$ cat config.mk
export PLATFORM = sky130hd
export DESIGN_NAME = input_debouncer
export DESIGN_NICKNAME = d
export VERILOG_FILES = /design/src/rtl/input_debouncer.sv
export SDC_FILE = /design/constraint.sdc
export NUM_CORES = 1
export LEC_CHECK = 0
export ABC_AREA = 1
export CELL_PAD_IN_SITES_DETAIL_PLACEMENT = 1
export CELL_PAD_IN_SITES_GLOBAL_PLACEMENT = 1
export CORE_AREA = 8 8 82 84
export DETAILED_ROUTE_END_ITERATION = 16
export DIE_AREA = 0 0 90 92
export GPL_ROUTABILITY_DRIVEN = 0
export PLACE_DENSITY = 0.76
export SYNTH_ARGS = -nofsm -noshare
export SYNTH_HDL_FRONTEND = slang
export SYNTH_SLANG_ARGS = --single-unit
$ cat constraint.sdc
create_clock -name clk -period 1.6 [get_ports clk]
set_input_delay 0.32 -clock clk [delete_from_list [all_inputs] [get_ports clk]]
set_output_delay 0.32 -clock clk [all_outputs]
set_load 0.02 [all_outputs]
$ cat src/rtl/input_debouncer.sv
`default_nettype none
// ============================================================================
// Module   : input_debouncer
// Purpose  : Multi-channel two-flop synchronizer and counter-based debouncer
//            for push-buttons and DIP switches. Each channel is independent.
// Revision : 1.0 - initial release
//
// Ports:
//   clk      in   1      system clock, rising edge
//   rst_n    in   1      synchronous active-low reset
//   pins_i   in   WIDTH  raw asynchronous pin levels
//   level_o  out  WIDTH  debounced, synchronized levels
//   rise_o   out  WIDTH  one-cycle pulse on debounced 0->1 (pulse build only)
//   fall_o   out  WIDTH  one-cycle pulse on debounced 1->0 (pulse build only)
//
// Configuration macro:
//   DEBOUNCE_PULSE_EN  when defined, rise_o/fall_o and their registers exist.
// ============================================================================
module input_debouncer #(
  parameter int WIDTH           = 2,
  parameter int DEBOUNCE_CYCLES = 1000000,
  parameter int RESET_LEVEL     = 0,
  parameter int CNT_W           = $clog2(DEBOUNCE_CYCLES + 1)
) (
  input  logic             clk,
  input  logic             rst_n,
  input  logic [WIDTH-1:0] pins_i,
`ifdef DEBOUNCE_PULSE_EN
  output logic [WIDTH-1:0] rise_o,
  output logic [WIDTH-1:0] fall_o,
`endif
  output logic [WIDTH-1:0] level_o
);

  // Terminal count: the sample that reaches this value is the
  // DEBOUNCE_CYCLES-th consecutive differing sample, so the change is accepted.
  localparam logic [CNT_W-1:0] c_CNT_MAX = CNT_W'(DEBOUNCE_CYCLES - 1);
  localparam logic             c_RST_LVL = (RESET_LEVEL != 0);

  for (genvar n = 0; n < WIDTH; n++) begin : g_ch
    logic             s1_q;
    logic             s2_q;
    logic             stable_q;
    logic             stable_d;
    logic [CNT_W-1:0] cnt_q;
    logic [CNT_W-1:0] cnt_d;
    logic             accept;

    // Accept when the synchronized sample has disagreed with the stable
    // level for DEBOUNCE_CYCLES consecutive samples.
    assign accept = (s2_q != stable_q) && (cnt_q == c_CNT_MAX);

    always_comb begin
      stable_d = stable_q;
      cnt_d    = cnt_q;
      if (s2_q == stable_q) begin
        // Any agreeing sample restarts the count: this is the glitch filter.
        cnt_d = '0;
      end else if (accept) begin
        stable_d = s2_q;
        cnt_d    = '0;
      end else begin
        cnt_d = cnt_q + 1'b1;
      end
    end

    always_ff @(posedge clk) begin
      if (!rst_n) begin
        s1_q     <= c_RST_LVL;
        s2_q     <= c_RST_LVL;
        stable_q <= c_RST_LVL;
        cnt_q    <= '0;
      end else begin
        s1_q     <= pins_i[n];
        s2_q     <= s1_q;
        stable_q <= stable_d;
        cnt_q    <= cnt_d;
      end
    end

    assign level_o[n] = stable_q;

`ifdef DEBOUNCE_PULSE_EN
    logic rise_q;
    logic fall_q;
    logic rise_d;
    logic fall_d;

    // Pulses are registered alongside stable_q, so they are high exactly in
    // the cycle after the accepted edge. Only one direction can be accepted
    // per edge, so rise and fall are mutually exclusive.
    assign rise_d = accept &  s2_q;
    assign fall_d = accept & ~s2_q;

    always_ff @(posedge clk) begin
      if (!rst_n) begin
        rise_q <= 1'b0;
        fall_q <= 1'b0;
      end else begin
        rise_q <= rise_d;
        fall_q <= fall_d;
      end
    end

    assign rise_o[n] = rise_q;
    assign fall_o[n] = fall_q;
`endif
  end

endmodule
`default_nettype wire
=== Word level (Yosys, flattened, before mapping) ===
Index checks and enable logic that the tools add are counted.

* Output and inout bits: 2
* Input port bits: 4
* Memories kept: 0
* ROM bits: 0
* Register bits: 46
* Memory bits (writable): 0
* Logic and storage cells: 25
* Latch bits: 0

* Bitwise operators: 3
* Reductions and logical operators: 6
* $add $sub $neg: 2
* Equality and inequality tests: 6
* Magnitude comparators: 0
* Mux-type cells: 0
* $mul: 0
* Divide/modulo/power cells: 0
* Shifts and indexed selects: 0

{| class="wikitable"
|+ Operators by type and width
! cell !! count
|-
| $add 20x1->20 const B || 2
|-
| $eq 20x20->1 const B || 2
|-
| $reduce_or 3->1 || 2
|-
| $reduce_and 2->1 || 2
|-
| $not 1->1 || 3
|-
| $eq 1x1->1 || 2
|-
| $logic_and 1x1->1 || 2
|-
| $ne 1x1->1 || 2
|}

=== Depth between registers and ports, before layout ===
Gate-level depths: netlist of the first run.

* Depth after elaboration: 3
* Depth in mapped cells: 8
* Gate-level depth less buffers: 8

=== Least setup slack after synthesis of the first run ===
Ideal clock, no wire load.

* Kind: reg2reg
* Start point: reg g_ch[0].cnt_q[0]
* End point: reg g_ch[0].cnt_q[16]
* Cell stages (with the launch flop): 8
* Period minus slack after synthesis: 1.288 ns
* Buffers on the path: 1
* Library setup time: 0.115 ns
* Data required time: 1.485 ns
* Setup slack: 0.312 ns
* Data arrival time: 1.173 ns
* Cells stage by stage: dfxtp_1 > ha_1 > nand3_2 > nor2_1 > nand3_2 > nand2_2 > buf_6 > nor2_1

* Longest elaborated chain between the ends: 3

{| class="wikitable"
|+ Ends and longest elaborated chain
! element !! RTL line !! text
|-
| start: declaration || 45 || <nowiki>logic [CNT_W-1:0] cnt_q;</nowiki>
|-
| start signal: assignment || 77 || <nowiki>cnt_q <= cnt_d;</nowiki>
|-
| parallel branches: the longest is 3 deep, another holds $add 20x1->20 || n/a ||
|}

Parallel ways; which one is timed is not known.
A chain may end at the register's enable or synchronous reset.

=== Final worst setup path of the first run ===
* Start point: reg g_ch[1].cnt_q[0]
* End point: reg g_ch[1].cnt_q[16]

* Longest elaborated chain between the ends: 3

{| class="wikitable"
|+ Ends and longest elaborated chain
! element !! RTL line
|-
| start: declaration || 45
|-
| start signal: assignment || 77
|-
| parallel branches: the longest is 3 deep, another holds $add 20x1->20 || n/a
|}

Parallel ways; which one is timed is not known.

==> results of run 1 <==
## kinds of logic (layout without fill, tap and decap cells)
family,after synthesis,in the layout,share of synthesized area (%)
simple gates,210,210,40.19
flops,46,46,39.66
fa+ha+maj,2,2,1.077
xor+xnor,22,22,8.298
buf+inv,38,51,7.436
compound gates,14,14,3.340
## final timing paths
kind,startpoint,endpoint,slack (ns)
setup / recovery,g_ch[1].cnt_q[0]$_SDFF_PP0_,g_ch[1].cnt_q[16]$_SDFF_PP0_,0.18
hold / removal,g_ch[0].s1_q$_SDFF_PN0_,g_ch[0].s2_q$_SDFF_PN0_,0.42
setup reg to reg,g_ch[1].cnt_q[0]$_SDFF_PP0_,g_ch[1].cnt_q[16]$_SDFF_PP0_,0.18
hold reg to reg,g_ch[0].s1_q$_SDFF_PN0_,g_ch[0].s2_q$_SDFF_PN0_,0.42
## per-stage QoR
stage                     cell area [um2]  power [W]  setup slack, ns
after global routing                 2567   0.002118          0.02344
after floorplan                      2322   0.001200           0.3125
after detailed placement             2455   0.001216          0.05095
final                                2567   0.002030           0.1823
after CTS                            2559   0.002068          0.05475
after global placement               2455   0.001214           0.1031
## area by class of cell
type,instances,area (um2)
clock buffer,7,76.32
clock inverter,1,30.03
fill,729,2838
inverter,32,120.1
multi-input combinational,248,1236
sequential,46,922.1
tap,72,90.09
timing repair buffer,11,92.59
## Yosys cell counts, drive strengths merged
| cell | count | area (um2) |
|---|---|---|
| or2 | 5 | 31.28 |
| ha | 2 | 25.02 |
| buf | 6 | 52.55 |
| a21oi | 11 | 55.05 |
| nand2 | 86 | 332.8 |
| dfxtp | 46 | 920.9 |
| inv | 32 | 120.1 |
| xor2 | 14 | 122.6 |
| nand3 | 21 | 125.1 |
| nand4 | 2 | 12.51 |
| o21bai | 3 | 22.52 |
| nand3b | 6 | 45.04 |
| nor2 | 89 | 381.6 |
| xnor2 | 8 | 70.07 |
| nor3 | 1 | 5.000 |
## where the power goes
group | internal (W) | switching (W) | leakage, nW
logic | 0.0000157 | 0.0000202 | 0.399
clock network | 0.000468 | 0.000374 | 0.0524
registers | 0.00115 | 0.00000293 | 0.372
total | 0.00163 | 0.000397 | 0.824
## worst max-delay path: stages (launching register included)
cell and delay, ns:
dfxtp_1 0.36, ha_1 0.21, nand3_2 0.16, inv_1 0.13, nand2_1 0.09, nor2_1 0.17, xnor2_1 0.13, nor2_1 0.05
## cell usage in the layout (no fill, tap or decap), types with 4 or more instances in the layout
cell / count
clkbuf_8: 5
xnor2_1: 8
dfxtp_1: 45
buf_4: 6
nor2_1: 78
a21oi_1: 11
xor2_1: 14
nor2_4: 4
inv_1: 32
nand3b_1: 6
nor2_2: 7
nand2_1: 82
nand3_2: 4
nand3_1: 17
## routing by layer
| layer | GRT usage, % | vias up |
|---|---|---|
| met3 | 2.934 | 8 |
| li1 | - | 1036 |
| met5 | 0 | - |
| met4 | 4.993 | 0 |
| met2 | 24.85 | 6 |
| met1 | 13.57 | 933 |
## registers in the layout, summed over array words and instances, names as in the netlist
name           cells
g_ch.stable_q      2
g_ch.cnt_q        40
g_ch.s2_q          2
g_ch.s1_q          2
## timing repair
| action | 4_1_cts | 5_1_grt |
|---|---|---|
| setup endpoints to repair | 2 | 8 |
| endpoints found under the hold margin | 0 | 0 |
| resized for setup | 2 | 3 |
| pin swaps | 0 | 0 |
==> results.toml, run 1 <==
[min_path]
hold-path-cell-count = 2
hold_class = "flop to flop"

[setup_path]
crit_fanout = 5
rr_worst_depth = 7
cp.required_ns = 1.79
critPathLaunchType = "flop"
path_class = "flop to flop"
critical_path_arrival_ns = 1.61
endpoint_kind = "flop"

[clock_network]
root_buffer = "clkbuf_8"
cts_tree = "yes"
post_cts_buffers = 0
clkLatencyLatePin_ns = 0.30
htreeDepth = 2
holdBufCountCts = 0
clk_path_buf_depth = 2
clkSlewWorstSetupHoldPaths_ns = 0.08
cts_sinks = 46
numCtsBuffers = 5

[power_and_ir_drop]
p_leak_nw = 0.8235
peakVddDrop_mv = 0.3369
p_per_area_mw_per_mm2 = 790.8

[sta]
timing.hold.ws_ns = 0.4248
tightest_slew_ns = 0.2864
clock_skew_ns = 0.005979
max_freq_mhz = 705.4
final.min_clock_period_ns = 1.418
finalHoldViolCount = 0
finalSetupViolCount = 0
setup_tns_ns = 0
slew_headroom_pct = 80.84
timing.final.max_slew_violations = 0
grt_setup_unrepaired = "no"
period_share_pct = 88.60

[layout]
antennaDiodeCount = 0
finish.utilization_pct = 47.50
area_growth_pct = 10.56
finalNonFillerCells = 417
final_nets = 350
drive_above_1_share_pct = 10.14

[synth]
syn-mean-instance-area_um2 = 6.995
ys_warn_count = 0
synth_fp_nets = 338
netlist_instances = 332
syn-cell-area_mm2 = 0.002322
ys_ff_latch = 46
yosysSeqAreaShare_pct = 39.66
yosys.cell_types.count = 21

[placement]
dp_cells = 409
port_buffers = 5
dp_hpwl_mm = 3.893

[detailed_routing]
drt-met1-wl_mm = 2.212
routed.top_layer = "met4"
ant_nets = 0
wirelength_mm = 5.017
post_drt_via_cell_ratio = 4.755
wl_per_cell_um = 12.03
drc = 0
dr_wl_met2_mm = 2.646
drt_iter0_drc = 28
dr_wl_met3_um = 83
vias = 1983
first_pass_iters = 4

[die]
core_area_mm2 = 0.005405
die_x_um = 90
dieHeight_um = 92
die_area_mm2 = 0.008280
rows = 27
start_util_pct = 42.96
io_pins = 6

[global_route]
grt_antenna_before_repair = 0
grt_max_degree = 21
overflow = 0
grt_pass1_vias = 2040
grt_usage_pct = 13.03
grt_pass1_wl_mm = 8.970

[flow_run]
maxCapViolCount = 0

[status]
status = "finished, final reports clean"
No activity file was read; power rests on OpenSTA's default activity.
==> run 2: changes to the inputs <==
Settings changed: PLACE_DENSITY 0.76 to default, PLACE_DENSITY_LB_ADDON from default to 0.05.
==> run 2 against run 1 <==
Effect of this change: core utilization up 0.21 points; sequential share of layout area down 0.21 points; critical endpoint is now g_ch[1].cnt_q[14]$_SDFF_PP0_; largest cell class unchanged; first-iteration DRC count down 25%; die area unchanged; sequential power about the same; maximum frequency down 0.34%; design area up 0.44%; register-to-register slack about the same.
==> results.toml, run 2 (synthesis results as in run 1) <==
[power_and_ir_drop]
p_per_area_mw_per_mm2 = 802.9
peakVddDrop_mv = 0.3969
p_leak_nw = 0.8269

[clock_network]
clkSlewWorstSetupHoldPaths_ns = 0.09
clkLatencyLatePin_ns = 0.30
holdBufCountCts = 0
root_buffer = "clkbuf_8"
clk_path_buf_depth = 2
cts_tree = "yes"
post_cts_buffers = 0
htreeDepth = 2
cts_sinks = 46
numCtsBuffers = 5

[layout]
finalNonFillerCells = 417
final_common_cell = "nand2_1"
drive_above_1_share_pct = 10.43
fin_area_mm2 = 0.002579
mostFrequentLayoutCells = "82 x nand2_1, 78 x nor2_1, 46 x dfxtp_1"
antennaDiodeCount = 0
largest_reg_flops = 40
final_nets = 350
largest_register = "g_ch.cnt_q"
fillers = 714
area_growth_pct = 11.05

[die]
die_area_mm2 = 0.008280
core_area_mm2 = 0.005405
start_util_pct = 42.96
dieHeight_um = 92
die_x_um = 90
io_pins = 6
rows = 27

[setup_path]
critical_path_arrival_ns = 1.65
cp.required_ns = 1.83
cp_cell_sequence = "ha_1 > nand3_2 > nor2_2 > nand3_1 > or2_0 > a21oi_1"
reg2reg_setup_slack_ns = 0.18
cpPeakStageDelay_ns = 0.37
endpoint_kind = "flop"
slowest_stage = "dfxtp_1"
critPathLaunchType = "flop"
path_class = "flop to flop"
crit_fanout = 5

[detailed_routing]
ant_nets = 0
post_drt_via_cell_ratio = 4.695
wl_per_cell_um = 11.71
first_pass_iters = 4
drt_iter0_drc = 21
vias = 1958
wirelength_mm = 4.883
drc = 0

[sta]
period_share_pct = 88.90
final.min_clock_period_ns = 1.422
clock_skew_ns = 0.005690
slew_headroom_pct = 80.96
finalHoldViolCount = 0
grt_setup_unrepaired = "yes"
timing.hold.ws_ns = 0.4222
setup_tns_ns = 0
max_freq_mhz = 703.0
tightest_slew_ns = 0.2845
fin_ws_ns = 0.1776
timing.final.max_slew_violations = 0
finalSetupViolCount = 0

[flow_run]
maxCapViolCount = 0

[global_route]
grt_use_met2_pct = 24.29
use_met3_pct = 2.445
grt_pass1_vias = 2085
grt_usage_pct = 12.64
grtUsageMet1_pct = 13.62
grt_pass1_wl_mm = 8.818
grt_antenna_before_repair = 0
grt_max_degree = 21
overflow = 0
top_usage_layer = "met2"

[placement]
dp_slack_ns = 0.1415
dp_cells = 409
port_buffers = 5
dpl-instance-area_mm2 = 0.002467
dp_hpwl_mm = 3.932

[status]
status = "finished, final reports clean"

[min_path]
hold_class = "flop to flop"
## run 2: changes by cell type in the layout (fill, tap and decap cells not counted), sizes merged
cell      change
clkbuf        -2
clkinvlp      +2
## run 2: final cells by class
type                       count  area [um2]  share of cell area (%)
clock buffer                   5       68.82                   2.669
tap                           72       90.09                   3.493
multi-input combinational    248        1229                   47.65
sequential                    46       920.9                   35.71
inverter                      32       120.1                   4.658
clock inverter                 3       45.04                   1.747
timing repair buffer          11       105.1                   4.076
## run 2: worst max-delay path: cells and delay by family, from the launching register on
| family | cells | cell delay, ns |
|---|---|---|
| adders and majority gates | 1 | 0.22 |
| AOI/OAI and AO/OA | 1 | 0.13 |
| and+or+nand+nor | 4 | 0.64 |
| DFF | 1 | 0.37 |
## run 2: stage by stage
step / power (W) / util, %
after floorplan: 0.001200 / -
after global placement: 0.001218 / 45.65
after detailed placement: 0.001220 / 45.65
after CTS: 0.002102 / 47.71
after global routing: 0.002139 / 47.71
final: 0.002070 / 47.71
## run 2: metal layers
metal	wire, um	part of all wire, %	vias to the layer above
met5	0	0	-
met4	58	1.2	0
met3	73	1.5	5
li1	-	-	1037
met1	2226	46	908
met2	2524	52	8
## run 2: final timing paths
| kind | startpoint | end | cells after the start |
|---|---|---|---|
| setup / recovery | g_ch[1].cnt_q[0]$_SDFF_PP0_ | g_ch[1].cnt_q[14]$_SDFF_PP0_ | 6 |
| hold / removal | g_ch[0].s1_q$_SDFF_PN0_ | g_ch[0].s2_q$_SDFF_PN0_ | 2 |
| setup reg to reg | g_ch[1].cnt_q[0]$_SDFF_PP0_ | g_ch[1].cnt_q[14]$_SDFF_PP0_ | 6 |
| hold reg to reg | g_ch[0].s1_q$_SDFF_PN0_ | g_ch[0].s2_q$_SDFF_PN0_ | 2 |
## run 2: report_power, final
group / internal, W / leakage, nW / total, W / switching (W)
Sequential: 0.00115 / 0.371 / 0.00115 / 0.00000287
Clock: 0.000465 / 0.0504 / 0.000879 / 0.000414
Combinational: 0.0000179 / 0.405 / 0.0000388 / 0.0000209
## run 2: repair_timing
action / 4_1_cts / 5_1_grt
hold endpoints to repair: 0 / 0
gates resized for setup: 2 / 1
endpoints found under the setup margin: 2 / 1
==> run 3: changes to the inputs <==
Settings changed: HOLD_SLACK_MARGIN from default to 0.02.
==> results of run 3 <==
Final layout, timing and power as in run 2 (identical DEF).
